`src/rtl/mem_arbiter.sv`:
```
// mem_arbiter: shares one memory port between the CPU (port 0) and a
// secondary master (port 1). Port 0 has fixed priority; a saturating
// starvation counter guarantees port 1 a grant after MAX_STARVE consecutive
// port-0 wins. Registered read data from memory is steered back to the
// port that issued the read one cycle earlier.
module mem_arbiter #(
  parameter int MAX_STARVE = 4
) (
  input  logic        clk,
  input  logic        reset_n,
  input  logic        p0_req,
  input  logic        p0_we,
  input  logic [31:0] p0_addr,
  input  logic [31:0] p0_wdata,
  input  logic [2:0]  p0_funct3,
  output logic        p0_gnt,
  output logic        p0_rvalid,
  output logic [31:0] p0_rdata,
  input  logic        p1_req,
  input  logic        p1_we,
  input  logic [31:0] p1_addr,
  input  logic [31:0] p1_wdata,
  input  logic [2:0]  p1_funct3,
  output logic        p1_gnt,
  output logic        p1_rvalid,
  output logic [31:0] p1_rdata,
  output logic        mem_wren,
  output logic [31:0] mem_addr,
  output logic [31:0] mem_wdata,
  output logic [2:0]  mem_funct3,
  input  logic [31:0] mem_rdata
);

  localparam logic [3:0] STARVE_LIMIT = 4'(MAX_STARVE);

  logic [3:0] starve_cnt;
  logic       rd_pend;
  logic       rd_owner;
  logic       force_p1;
  logic       sel_we;

  // Arbitration: port 1 is forced through once port 0 has used up its quota.
  always_comb begin
    force_p1 = p1_req && (starve_cnt == STARVE_LIMIT);
    p1_gnt   = force_p1 || (p1_req && !p0_req);
    p0_gnt   = p0_req && !force_p1;
  end

  // Memory-side mux; idle bus parks at zero with a word-sized funct3.
  always_comb begin
    sel_we     = 1'b0;
    mem_addr   = 32'd0;
    mem_wdata  = 32'd0;
    mem_funct3 = 3'b010;
    if (p0_gnt) begin
      sel_we     = p0_we;
      mem_addr   = p0_addr;
      mem_wdata  = p0_wdata;
      mem_funct3 = p0_funct3;
    end else if (p1_gnt) begin
      sel_we     = p1_we;
      mem_addr   = p1_addr;
      mem_wdata  = p1_wdata;
      mem_funct3 = p1_funct3;
    end
    // Writes are suppressed while reset is held even though grants still follow req.
    mem_wren = sel_we && reset_n;
  end

  // Starvation counter: counts port-0 wins while port 1 waits, saturating.
  always_ff @(posedge clk or negedge reset_n) begin
    if (!reset_n) begin
      starve_cnt <= 4'd0;
    end else if (p0_gnt && p1_req) begin
      if (starve_cnt != STARVE_LIMIT) begin
        starve_cnt <= starve_cnt + 4'd1;
      end
    end else begin
      starve_cnt <= 4'd0;
    end
  end

  // Read-return tracking: remembers whether a read was issued and by whom.
  always_ff @(posedge clk or negedge reset_n) begin
    if (!reset_n) begin
      rd_pend  <= 1'b0;
      rd_owner <= 1'b0;
    end else begin
      rd_pend  <= (p0_gnt && !p0_we) || (p1_gnt && !p1_we);
      rd_owner <= p1_gnt;
    end
  end

  // Read data is gated to zero for the port that does not own the return.
  always_comb begin
    p0_rvalid = rd_pend && !rd_owner;
    p1_rvalid = rd_pend && rd_owner;
    p0_rdata  = p0_rvalid ? mem_rdata : 32'd0;
    p1_rdata  = p1_rvalid ? mem_rdata : 32'd0;
  end

endmodule

```
`config.mk`:
```
export PLATFORM = sky130hd
export DESIGN_NAME = mem_arbiter
export DESIGN_NICKNAME = d
export VERILOG_FILES = /design/src/rtl/mem_arbiter.sv
export SDC_FILE = /design/constraint.sdc
export NUM_CORES = 1
export LEC_CHECK = 0
export BUFFER_PORTS_ARGS = -buffer_cell sky130_fd_sc_hd__buf_2
export CAP_MARGIN = 40
export CORE_AREA = 3 3 120 122
export CTS_CLUSTER_SIZE = 40
export DETAILED_ROUTE_END_ITERATION = 10
export DIE_AREA = 0 0 123 125
export GPL_ROUTABILITY_DRIVEN = 0
export GPL_TIMING_DRIVEN = 0
export MAX_ROUTING_LAYER = met4
export PLACE_DENSITY = 0.44
export SYNTH_ARGS = -nofsm -noshare
export SYNTH_HDL_FRONTEND = slang
export SYNTH_SLANG_ARGS = --single-unit
export TNS_END_PERCENT = 50
```
`constraint.sdc`:
```
create_clock -name clk -period 2.36 [get_ports clk]
set_input_delay 0.236 -clock clk [delete_from_list [all_inputs] [get_ports clk]]
set_output_delay 0.236 -clock clk [all_outputs]
set_load 0.02 [all_outputs]
```
==> out/metrics.yaml <==
clock_tree:
  cts_root_buf: "clkbuf_16"
  clock_latency_ns: 0.22
  cts.path.max_buffers: 2
  cts.reportedPaths.clkPinSlew_ns: 0.03
  clock_sinks: 6
  cts_tree: "built"
  h-tree-depth: 1
  numCtsBuffers: 3
global_routing:
  grt_pass1_vias: 2753
  grt_pass1_wl_um: 15000
  globalRouteOverflowTotal: 0
  grt_max_degree: 12
  grt_usage_pct: 12.8
  antenna_found_initial: 6
cells_and_area:
  layout_commonest_cell: "buf_2"
  drive_above_1_share_pct: 66.3
  area_growth_pct: 131
  final.fill_count: 1508
  mostFrequentLayoutCells: "buf_2 (308), a22o_1 (66), and3_1 (36), and2_1 (33), clkbuf_1 (9)"
  nNetsFinal: 671
  stdcell_count: 675
sta:
  fmax_ghz: 0.451
  slew_headroom_pct: 75.4
  min_period_ns: 2.21
  hold_violations: 0
  rsz0062_at_grt: "false"
  fin_skew_ns: 0.000271
  final_max_slew_viol_count: 0
  postLayoutSetupSlackWorst_ns: 0.145
  fin_crit_sh_pct: 93.9
  worst_slew_pin_slew_ns: 0.369
  fin_setup_tns_ns: 0
  setup_viol: 0
detailed_routing:
  initialDrtViolationCount: 55
  routed.top_layer: "met4"
  vias_per_cell: 4.12
  routed_wl_um: 10600
  ant_nets: 0
  drc_errors: 0
  wl_met3_um: 1010
  firstDrtPassIters: 4
  wl_per_cell_um: 15.8
  wl_met1_um: 3950
  met2WireLength_um: 5630
  vias: 2778
setup_path:
  crit_family: "buffers and inverters"
  crit_path_end_kind: "output port"
  crit_type: "register to output port"
  cpPeakStageDelay_ns: 0.34
  worst_ep_required_time_ns: 2.12
  cp.buffers_inverters: 5
  crit_chain: "inv_1 > ha_1 > and3b_1 > o21ai_2 > inv_2 > buf_6 > buf_6 > a22o_1 > buf_2"
  crit_fanout: 10
  cp_slowest_cell: "dfrtp_1"
  worst_setup_path_start_kind: "register"
  crit_arrival_ns: 1.98
  crit_top_cell: "buf_6"
logic_synthesis:
  avgSynthCellArea_um2: 7.80
  synth_cells: 183
  synth-seq-area-share_pct: 10.5
  netlist_area_um2: 1430
  synth_seq_cells: 6
  yosys.cell_types.count: 21
  syn_nets: 357
  ys_warn_count: 0
die:
  num_rows: 42
  initial_utilization_pct: 10.7
  die_area_um2: 15400
  core_area_um2: 13300
  die_x_um: 123
  die_h_um: 125
  ioPinCount: 308
placement:
  dpl_worst_slack_ns: 0.271
  post-dp-hpwl_um: 9520
  portBuffers: 307
  dpl.cell_count: 666
worst_hold_path:
  hold_class: "input pin to register"
power_and_ir_drop:
  vdd.ir_drop.worst_mv: 0.136
  power_density_nw_per_um2: 322
  p_total_mw: 1.06
  power.leakage_nw: 2.16
flow_run:
  maxCapViolations: 0
outcome:
  outcome: "complete, no violations"
## synth_stat cells (all sizes together)
cell,instances,area [µm²]
clkbuf,11,41.3
o22ai,2,12.5
inv,5,18.8
nand2,2,7.51
dfrtp,6,150
and2,33,206
and3b,1,8.76
a21o,1,7.51
nor2b,1,6.26
o21ai,1,8.76
buf,12,100
xnor2,1,8.76
nand3,1,5.00
a22o,66,578
and3,36,225
xor2,1,8.76
ha,2,25.0
o22a,1,8.76
## state kept, by name, summed over array words and instances (netlist names)
register	count
rd_pend	1
starve_cnt	4
rd_owner	1
## through the flow
step | hold WS [ns] | utilization (%) | instance area, µm²
global placement | 0.0864 | 24.0 | 3180
finish | 0.225 | 24.8 | 3290
detailed placement | 0.0876 | 24.0 | 3180
floorplan | -0.0596 | - | 1430
CTS | 0.219 | 24.6 | 3270
global route | 0.228 | 24.8 | 3290
## power by group
group | internal, mW | leakage (nW) | switching (mW) | total, mW
clock network | 0.217 | 0.0370 | 0.0526 | 0.270
registers | 0.107 | 0.0801 | 0.00473 | 0.112
logic | 0.296 | 2.05 | 0.382 | 0.678
## final cells by class
type | count | area (µm²) | share of cell area (%)
tap | 176 | 220 | 6.68
timing repair buffer | 309 | 1550 | 47.2
sequential | 6 | 150 | 4.56
multi-input combinational | 149 | 1120 | 33.9
buffer | 23 | 146 | 4.44
inverter | 5 | 21.3 | 0.646
antenna | 4 | 10.0 | 0.304
clock buffer | 3 | 75.1 | 2.28
## worst paths after layout
kind,cells after the start,start,end,slack (ns)
setup / recovery,9,starve_cnt[0],mem_wdata[1],0.15
hold / removal,2,p1_we,rd_pend,0.23
setup reg to reg,7,starve_cnt[0],starve_cnt[1],0.81
hold reg to reg,2,starve_cnt[0],starve_cnt[0],0.57
max in group asynchronous,2,reset_n,starve_cnt[3],1.81
min in group asynchronous,2,reset_n,rd_pend,0.38
## metal layers
layer  GRT usage (%)  vias up
li1                -     1332
met1            13.7     1252
met2            24.6      188
met3            2.17        6
met4            1.89        0
met5               -        -
## repair_timing
action	CTS	global route
gates resized for setup	0	6
hold buffers	1	0
endpoints found under the hold margin	6	0
setup buffers	0	1
setup endpoints to repair	0	56
## logic make-up after synthesis
family | Yosys count | synth area share, %
buf+inv | 28 | 11.2
fa+ha+maj | 2 | 1.75
compound gates | 71 | 43.1
simple gates | 74 | 32.2
xor+xnor | 2 | 1.23
flops | 6 | 10.5
No activity file was read; power rests on OpenSTA's default activity.
